<file path="src/rtl/mcu_control_sequencer.sv">
// mcu_control_sequencer
// Multi-cycle fetch/execute controller for the 8-bit MCU datapath. Fetches a
// 16-bit instruction through a valid-qualified handshake, decodes it into the
// one-cycle control word (DA, AA, BA, MB, CS, FS, RW), and owns the program
// counter, including conditional and unconditional relative branches.
module mcu_control_sequencer (
  input  logic        clk,
  input  logic        rst,
  input  logic        start,
  input  logic [15:0] instr_in,
  input  logic        instr_valid,
  input  logic        zero,
  output logic [7:0]  pc_out,
  output logic        fetch_req,
  output logic [2:0]  DA,
  output logic [2:0]  AA,
  output logic [2:0]  BA,
  output logic        MB,
  output logic [7:0]  CS,
  output logic [3:0]  FS,
  output logic        RW,
  output logic        busy,
  output logic        halted
);

  typedef enum logic [1:0] {
    ST_IDLE  = 2'd0,
    ST_FETCH = 2'd1,
    ST_EXEC  = 2'd2,
    ST_HALT  = 2'd3
  } state_t;

  typedef enum logic [3:0] {
    OP_NOP = 4'h0, OP_MOV = 4'h1, OP_ADD = 4'h2, OP_SUB = 4'h3,
    OP_AND = 4'h4, OP_OR  = 4'h5, OP_XOR = 4'h6, OP_NOT = 4'h7,
    OP_ADI = 4'h8, OP_ANI = 4'h9, OP_ORI = 4'hA, OP_LDI = 4'hB,
    OP_BRZ = 4'hC, OP_JMP = 4'hD, OP_SHL = 4'hE, OP_HLT = 4'hF
  } op_t;

  // Function-unit select codes; 9..15 are never driven.
  localparam logic [3:0] FS_PASS_A = 4'd0;
  localparam logic [3:0] FS_ADD    = 4'd1;
  localparam logic [3:0] FS_SUB    = 4'd2;
  localparam logic [3:0] FS_AND    = 4'd3;
  localparam logic [3:0] FS_OR     = 4'd4;
  localparam logic [3:0] FS_XOR    = 4'd5;
  localparam logic [3:0] FS_NOT_A  = 4'd6;
  localparam logic [3:0] FS_PASS_B = 4'd7;
  localparam logic [3:0] FS_SHL    = 4'd8;

  state_t      state_q, state_d;
  logic [7:0]  pc_q, pc_d;
  logic [15:0] ir_q, ir_d;

  // Instruction fields
  op_t        op;
  logic [2:0] dr_f, sa_f, sb_f;
  logic [7:0] imm_sext, imm_zext, branch_target;

  assign op            = op_t'(ir_q[15:12]);
  assign dr_f          = ir_q[11:9];
  assign sa_f          = ir_q[8:6];
  assign sb_f          = ir_q[5:3];
  assign imm_sext      = {{2{ir_q[5]}}, ir_q[5:0]};
  assign imm_zext      = {2'b00, ir_q[5:0]};
  // Relative to the branch's own address; 8-bit add wraps mod 256.
  assign branch_target = pc_q + imm_sext;

  // State, program counter and instruction register.
  // NOTE: sequential state uses non-blocking assignments so every flop samples
  // pre-edge values regardless of statement order.
  always_ff @(posedge clk or posedge rst) begin
    if (rst) begin
      state_q <= ST_IDLE;
      pc_q    <= 8'h00;
      ir_q    <= 16'h0000;
    end else begin
      state_q <= state_d;
      pc_q    <= pc_d;
      ir_q    <= ir_d;
    end
  end

  // Next-state, PC update and instruction capture.
  // NOTE: every variable gets a default first so no path infers a latch.
  always_comb begin
    state_d = state_q;
    pc_d    = pc_q;
    ir_d    = ir_q;
    unique case (state_q)
      ST_IDLE: begin
        if (start) state_d = ST_FETCH;
      end
      ST_FETCH: begin
        if (instr_valid) begin
          ir_d    = instr_in;
          state_d = ST_EXEC;
        end
      end
      ST_EXEC: begin
        state_d = ST_FETCH;
        pc_d    = pc_q + 8'd1;
        if (op == OP_HLT) begin
          state_d = ST_HALT;
          pc_d    = pc_q;
        end else if (op == OP_JMP || (op == OP_BRZ && zero)) begin
          pc_d = branch_target;
        end
      end
      ST_HALT: begin
        state_d = ST_HALT;
      end
      default: state_d = ST_IDLE;
    endcase
  end

  // Control word decode; only live during EXEC, all zero otherwise.
  always_comb begin
    DA = 3'd0;
    AA = 3'd0;
    BA = 3'd0;
    MB = 1'b0;
    CS = 8'h00;
    FS = FS_PASS_A;
    RW = 1'b0;
    if (state_q == ST_EXEC) begin
      DA = dr_f;
      AA = sa_f;
      BA = sb_f;
      RW = 1'b1;
      unique case (op)
        OP_NOP: RW = 1'b0;
        OP_MOV: FS = FS_PASS_A;
        OP_ADD: FS = FS_ADD;
        OP_SUB: FS = FS_SUB;
        OP_AND: FS = FS_AND;
        OP_OR:  FS = FS_OR;
        OP_XOR: FS = FS_XOR;
        OP_NOT: FS = FS_NOT_A;
        OP_ADI: begin MB = 1'b1; CS = imm_sext; FS = FS_ADD;    end
        OP_ANI: begin MB = 1'b1; CS = imm_zext; FS = FS_AND;    end
        OP_ORI: begin MB = 1'b1; CS = imm_zext; FS = FS_OR;     end
        OP_LDI: begin MB = 1'b1; CS = imm_zext; FS = FS_PASS_B; end
        OP_BRZ: begin FS = FS_PASS_A; RW = 1'b0; end
        OP_JMP: RW = 1'b0;
        OP_SHL: FS = FS_SHL;
        OP_HLT: RW = 1'b0;
        default: RW = 1'b0;
      endcase
    end
  end

  assign pc_out    = pc_q;
  assign fetch_req = (state_q == ST_FETCH);
  assign busy      = (state_q == ST_FETCH) || (state_q == ST_EXEC);
  assign halted    = (state_q == ST_HALT);

endmodule

</file>
<file path="config.mk">
export PLATFORM = sky130hd
export DESIGN_NAME = mcu_control_sequencer
export DESIGN_NICKNAME = d
export VERILOG_FILES = /design/src/rtl/mcu_control_sequencer.sv
export SDC_FILE = /design/constraint.sdc
export NUM_CORES = 1
export LEC_CHECK = 0
export BUFFER_PORTS_ARGS = -buffer_cell sky130_fd_sc_hd__buf_2
export CORE_UTILIZATION = 34
export DETAILED_ROUTE_END_ITERATION = 10
export PLACE_DENSITY_LB_ADDON = 0.25
export SKIP_LAST_GASP = 1
export SYNTH_ARGS = -nofsm -noshare
export SYNTH_HDL_FRONTEND = slang
export SYNTH_SLANG_ARGS = --single-unit
</file>
<file path="constraint.sdc">
create_clock -name clk -period 6.15 [get_ports clk]
set_input_delay 0.3075 -clock clk [delete_from_list [all_inputs] [get_ports clk]]
set_output_delay 0.3075 -clock clk [all_outputs]
set_load 0.05 [all_outputs]
</file>
==> qor.yml, run 1 <==
worst_setup_path:
  cp_slowest_cell: "dfrtp_1"
  crit_path_start_kind: "flip-flop"
  crit_arrival_ps: 3040
  worstPathCellList: "nand2_1, nor3b_1, nand2b_1, ha_1, inv_1, fa_1, nor2b_1, o31a_1, or4_4, a21oi_2, xor2_1"
  slowest_delay_ps: 550
  crit_path_max_fanout: 12
  critPathKind: "flip-flop to flip-flop"
  critical_path.endpoint_type: "flip-flop"
  crit_required_ps: 6360
layout:
  multiInputGateArea_sq_um: 908
  fillers: 453
  utilization_pct: 44.9
  drive_above_1_share_pct: 37.3
  insertedDiodeCount: 0
  fin_nets: 250
  final_common_cell: "buf_2"
  seq_area_sq_um: 651
  final_cell_mix: "54 x buf_2, 26 x dfrtp_1, 19 x and2_1"
  area_growth_pct: 23.0
floorplan:
  std_cell_rows: 24
  initial_core_util_pct: 36.5
  coreArea_sq_mm: 0.00447
  die_w_um: 71.3
  die_area_sq_mm: 0.00508
  die_h_um: 71.3
  pin_count: 55
worst_hold_path:
  min_path_type: "primary input to async pin"
clock_tree:
  root_buffer: "clkbuf_8"
  postCtsHoldBufs: 0
  clk_latency_ps: 280
  max-clock-path-buffers: 2
  clk_pin_slew_ps: 90
  htree_levels: 1
  post-cts-setup-buffer-count: 0
  numCtsBuffers: 3
  cts_resized: 0
  clock_sink_count: 26
  cts_tree: "yes"
synthesis:
  syn-cell-area_sq_mm: 0.00163
  synth.net_count: 199
  synthCells: 167
  syn_avg_cell_area_sq_um: 9.77
  synth_ff_type: "dfrtp_1"
  synthDistinctLibCells: 40
  synth_edf_count: 0
  ys_ff_latch: 26
  synth-seq-area-share_pct: 39.9
  asyncSetResetFlopFracSynth_pct: 100
  synth_warnings: 0
power:
  power_leakage_uw: 0.00105
  switching_share_pct: 50.3
  p_int_uw: 552
  pwr-share-seq_pct: 30.4
  vdd_drop_max_mv: 0.322
  switchingPower_uw: 559
  power_density_mw_per_mm2: 554
  power_frac_clock_pct: 13.0
  pwr-share-comb_pct: 56.5
placement:
  gp_congestion: 0.794
  dp_hpwl_mm: 2.56
  port_buffers: 54
timing:
  setup-violations-final: 0
  final_max_slew_viol_count: 0
  fmax_mhz: 353
  fin_crit_sh_pct: 46.1
  finClkSkew_ps: 2.93
  hold_violations: 0
  slew_headroom_pct: 31.6
  rsz0062_at_grt: "no"
  max_slew.worst_pin.slew_ps: 1020
  setup_tns_ps: 0
  holdWs_ps: 255
  period_minus_slack_ps: 2840
global_route:
  grt_remaining_overflow: 0
  grt_use_total_pct: 14.2
  grt_pass1_vias: 1256
  antenna_found_initial: 0
  grt_pass1_wl_mm: 5.73
  grt_max_degree: 27
route:
  antenna_left: 0
  totalWireLength_mm: 3.42
  avgRoutedWirePerCell_um: 12.7
  drtIter0Drc: 59
  first_pass_iters: 7
  drt-vias-per-instance: 4.87
  vias: 1309
  drc: 3
job:
  cap_viol_max_count: 0
run_status:
  status: "finished with violations"
  violations: "DRC"
sequential cells by signal (all words and copies together), names as in the netlist:
name and cells:
ir_q 16, pc_out 8, state_q 2
synthesized netlist by cell type, types with 2 or more instances:
| library cell | number | share of area [%] |
|---|---|---|
| dfrtp_1 | 26 | 40 |
| and2_1 | 19 | 7.3 |
| mux2_2 | 18 | 12 |
| nand2_1 | 16 | 3.7 |
| ha_1 | 10 | 7.7 |
| inv_1 | 9 | 2.1 |
| o21ai_0 | 9 | 2.8 |
| a21oi_1 | 7 | 2.1 |
| clkbuf_1 | 6 | 1.4 |
| nor2_1 | 5 | 1.2 |
| xor2_1 | 4 | 2.1 |
| and3_1 | 3 | 1.2 |
| o22ai_1 | 3 | 1.2 |
| a211oi_1 | 2 | 0.92 |
| a21o_1 | 2 | 0.92 |
| nor2b_1 | 2 | 0.77 |
| nor3_1 | 2 | 0.61 |
| o21a_1 | 2 | 0.92 |
critical path: cells and delay by family, from the launching register on:
kind,cells,cell delay (ps)
fa+ha+maj,2,420
xor+xnor,1,140
simple gates,5,1170
flops,1,550
buf+inv,1,70
compound gates,2,410
area by class of cell:
| cell class | count | share of cell area (%) |
|---|---|---|
| tap | 52 | 3.24 |
| sequential | 26 | 32.4 |
| clock buffer | 3 | 2.06 |
| inverter | 9 | 1.68 |
| multi-input combinational | 123 | 45.3 |
| clock inverter | 1 | 1.50 |
| timing repair buffer | 55 | 13.8 |
through the flow:
| step | instances | cell area, sq um | worst slack (ps) | power, uW |
|---|---|---|---|---|
| after floorplan | 167 | 1630 | 3330 | 847 |
| after global placement | 265 | 1940 | 3390 | 969 |
| after detailed placement | 265 | 1940 | 3310 | 977 |
| after CTS | 269 | 2010 | 3290 | 1130 |
| after global routing | 269 | 2010 | 3010 | 1200 |
| final | 269 | 2010 | 3310 | 1110 |
logic make-up after synthesis:
logic type	share of synthesized area (%)
XOR/XNOR	2.15
AO/OA/AOI/OAI	12.4
multiplexers	13.0
AND/OR/NAND/NOR	19.2
flip-flops	39.9
buffers and inverters	4.45
adder cells (fa/ha/maj)	8.90
power by group through the flow:
stage	combinational [uW]	clock, uW	sequential [uW]
final	628	145	338
after global routing	687	156	354
after CTS	636	151	339
after detailed placement	635	0	342
after global placement	630	0	338
after floorplan	490	0	357
path summary, 6_finish.rpt:
path | startpoint | endpoint | slack, ps | cells after the start
setup reg to reg | ir_q[15]$_DFFE_PP0P_ | pc_out[6]$_DFFE_PP0P_ | 3310 | 11
setup / recovery | ir_q[15]$_DFFE_PP0P_ | pc_out[6]$_DFFE_PP0P_ | 3310 | 11
hold reg to reg | pc_out[7]$_DFFE_PP0P_ | pc_out[7]$_DFFE_PP0P_ | 470 | 1
hold / removal | rst | ir_q[10]$_DFFE_PP0P_ | 260 | 2
max in group asynchronous | rst | pc_out[5]$_DFFE_PP0P_ | 5270 | 2
min in group clk | instr_in[4] | ir_q[4]$_DFFE_PP0P_ | 260 | 2
metal layers:
layer	global-route usage, %	vias up	share of wire [%]	wire length [um]
met4	2.67	0	0.61	21
met1	18.8	591	47	1620
li1	-	680	-	-
met5	0	-	0	0
met2	23.4	34	47	1600
met3	4.22	4	5.1	175
Note: power is estimated with default switching activity, not from simulation.
==> inputs of run 2 (changes only) <==
==> constraint.sdc (replaced) <==
create_clock -name clk -period 2.6 [get_ports clk]
set_input_delay 0.13 -clock clk [delete_from_list [all_inputs] [get_ports clk]]
set_output_delay 0.13 -clock clk [all_outputs]
set_load 0.05 [all_outputs]
==> run 2 against run 1 <==
  * The flow still finishes with violations (DRC)
  * Clock-buffer cell count is the same
  * Register-to-register slack got worse by 3200 ps
  * Critical path depth fell by 2
  * Highest routed layer unchanged
  * Hold slack got worse by 190 ps
  * Clock skew is 1.3 ps lower
  * Fmax up 15%
  * Non-clock buffer count grew 8
  * First-iteration DRC count grew 1.7%
  * Utilization increased by 2.2 points
  * Sequential power is 120% higher
==> qor.yml, run 2 (same netlist as run 1, synthesis figures left out) <==
placement:
  port_buffers: 54  # unchanged
  gp_congestion: 0.801  # was 0.794
  dpl_cell_area_sq_mm: 0.00201  # was 0.00194 sq mm
  dp_hpwl_mm: 2.63  # was 2.56 mm
power:
  switching_share_pct: 49.4  # was 50.3%
  vdd_drop_max_mv: 0.654  # was 0.322 mV
  switchingPower_uw: 1370  # was 559 uW
  p_int_uw: 1400  # was 552 uW
  pwr-share-comb_pct: 61.0  # was 56.5%
  power_leakage_uw: 0.00109  # was 0.00105 uW
  pwr-share-seq_pct: 26.7  # was 30.4%
  power_density_mw_per_mm2: 1310  # was 554 mW/mm^2
  power_frac_clock_pct: 12.3  # was 13.0%
layout:
  insertedDiodeCount: 0  # unchanged
  multiInputGateArea_sq_um: 947  # was 908 sq um
  fin_nets: 258  # was 250
  largest_reg_flops: 16  # unchanged
  fillers: 420  # was 453
  area_growth_pct: 29.1  # was 23.0%
  utilization_pct: 47.1  # was 44.9%
  seq_area_sq_um: 651  # unchanged
  drive_above_1_share_pct: 42.7  # was 37.3%
  fin_area_sq_mm: 0.00211  # was 0.00201 sq mm
  final_common_cell: "buf_2"  # unchanged
  final_cell_mix: "54 x buf_2, 26 x dfrtp_1, 19 x and2_1"  # unchanged
  largest_register: "ir_q"  # unchanged
floorplan:
  die_h_um: 71.3  # unchanged
  std_cell_rows: 24  # unchanged
  die_w_um: 71.3  # unchanged
  coreArea_sq_mm: 0.00447  # unchanged
  pin_count: 55  # unchanged
  die_area_sq_mm: 0.00508  # unchanged
  initial_core_util_pct: 36.5  # unchanged
global_route:
  grt_max_degree: 27  # unchanged
  grt_remaining_overflow: 0  # unchanged
  grt_pass1_vias: 1301  # was 1,256
  grt_pass1_wl_mm: 6.04  # was 5.73 mm
  antenna_found_initial: 0  # unchanged
  grt_use_total_pct: 15.0  # was 14.2%
timing:
  period_minus_slack_ps: 2470  # was 2840 ps
  setup_tns_ps: 0  # unchanged
  hold_violations: 0  # unchanged
  rsz0062_at_grt: "yes"  # was no
  fmax_mhz: 405  # was 353 MHz
  max_slew.worst_pin.slew_ps: 977  # was 1020 ps
  setup-violations-final: 0  # unchanged
  fin_crit_sh_pct: 94.9  # was 46.1%
  slew_headroom_pct: 34.8  # was 31.6%
  finClkSkew_ps: 1.59  # was 2.93 ps
  final_max_slew_viol_count: 0  # unchanged
clock_tree:
  clock_sink_count: 26  # unchanged
  post-cts-setup-buffer-count: 0  # unchanged
  numCtsBuffers: 3  # unchanged
  htree_levels: 1  # unchanged
  cts_tree: "yes"  # unchanged
  root_buffer: "clkbuf_8"  # unchanged
  clk_pin_slew_ps: 90  # about the same
  max-clock-path-buffers: 2  # unchanged
  clk_latency_ps: 270  # was 280 ps
route:
  drtIter0Drc: 60  # was 59
  first_pass_iters: 7  # unchanged
  drt-vias-per-instance: 4.88  # was 4.87
  drc: 3  # unchanged
  vias: 1353  # was 1,309
  antenna_left: 0  # unchanged
  avgRoutedWirePerCell_um: 12.8  # was 12.7 um
  totalWireLength_mm: 3.55  # was 3.42 mm
worst_hold_path:
  min_path_type: "primary input to async pin"  # unchanged
worst_setup_path:
  critical_path.endpoint_type: "flip-flop"  # unchanged
  crit_path_start_kind: "flip-flop"  # unchanged
  crit_path_max_fanout: 5  # was 12
  crit_required_ps: 2810  # was 6360 ps
  crit_arrival_ps: 2670  # was 3040 ps
  critPathKind: "flip-flop to flip-flop"  # unchanged
job:
  cap_viol_max_count: 0  # unchanged
run_status:
  status: "finished with violations"  # unchanged
  violations: "DRC"  # unchanged
[run 2: cell types whose count changed in the layout (fill, tap and decap cells not counted), sizes merged]
cell  before  now
buf       55   63
[run 2: final cells by class]
type | count | area share [%]
clock buffer | 3 | 1.96
tap | 52 | 3.09
sequential | 26 | 30.9
multi-input combinational | 123 | 45.0
inverter | 9 | 1.60
clock inverter | 1 | 1.43
timing repair buffer | 63 | 16.0
[run 2: repair_timing]
item                                    4_1_cts  5_1_grt
resized for setup                             1        5
endpoints found under the hold margin         0        0
endpoints found under the setup margin        2        2
hold buffers                                  0        0
[run 2: power groups by stage]
stage                     registers, uW  logic [uW]  clock network, uW
after CTS                           737        1670                349
final                               738        1690                339
after detailed placement            744        1660                  0
after global routing                770        1850                362
after global placement              740        1650                  0
after floorplan                     847        1170                  0
[run 2: metal layers]
layer	GRT usage, %	part of all wire [%]	routed length (um)	vias to the layer above
met5	0	0	0	-
met4	2.67	0.65	23	0
met3	4.64	5.9	208	4
met2	24.3	46	1630	37
met1	19.9	47	1680	621
li1	-	-	-	691
[run 2: stage by stage]
step | hold WS [ps] | power, uW | std cells | setup slack, ps
final | 65.7 | 2760 | 277 | 133
after global routing | 67.7 | 2990 | 277 | -7.30
after CTS | 72.3 | 2760 | 277 | 83.1
after detailed placement | 365 | 2410 | 273 | -35.4
after global placement | 362 | 2390 | 273 | 87.5
after floorplan | 170 | 2020 | 167 | 60.3
[run 2: critical path: stages (launching register included)]
cell and delay [ps]:
dfrtp_1 380, or2_2 330, nor3b_4 180, and2_1 180, ha_4 230, nor2b_1 140, o31a_1 270, or4_4 420
a21oi_2 140, xor2_1 140
[run 2: worst paths after layout]
kind,cells after the start,endpoint,slack [ps],startpoint
max reg2reg,9,pc_out[6]$_DFFE_PP0P_,130,ir_q[12]$_DFFE_PP0P_
min reg2reg,1,pc_out[7]$_DFFE_PP0P_,460,pc_out[7]$_DFFE_PP0P_
max in group asynchronous,2,pc_out[7]$_DFFE_PP0P_,1940,rst
min,2,ir_q[4]$_DFFE_PP0P_,70,rst
min in group clk,2,ir_q[0]$_DFFE_PP0P_,80,instr_in[0]
max,9,pc_out[6]$_DFFE_PP0P_,130,ir_q[12]$_DFFE_PP0P_
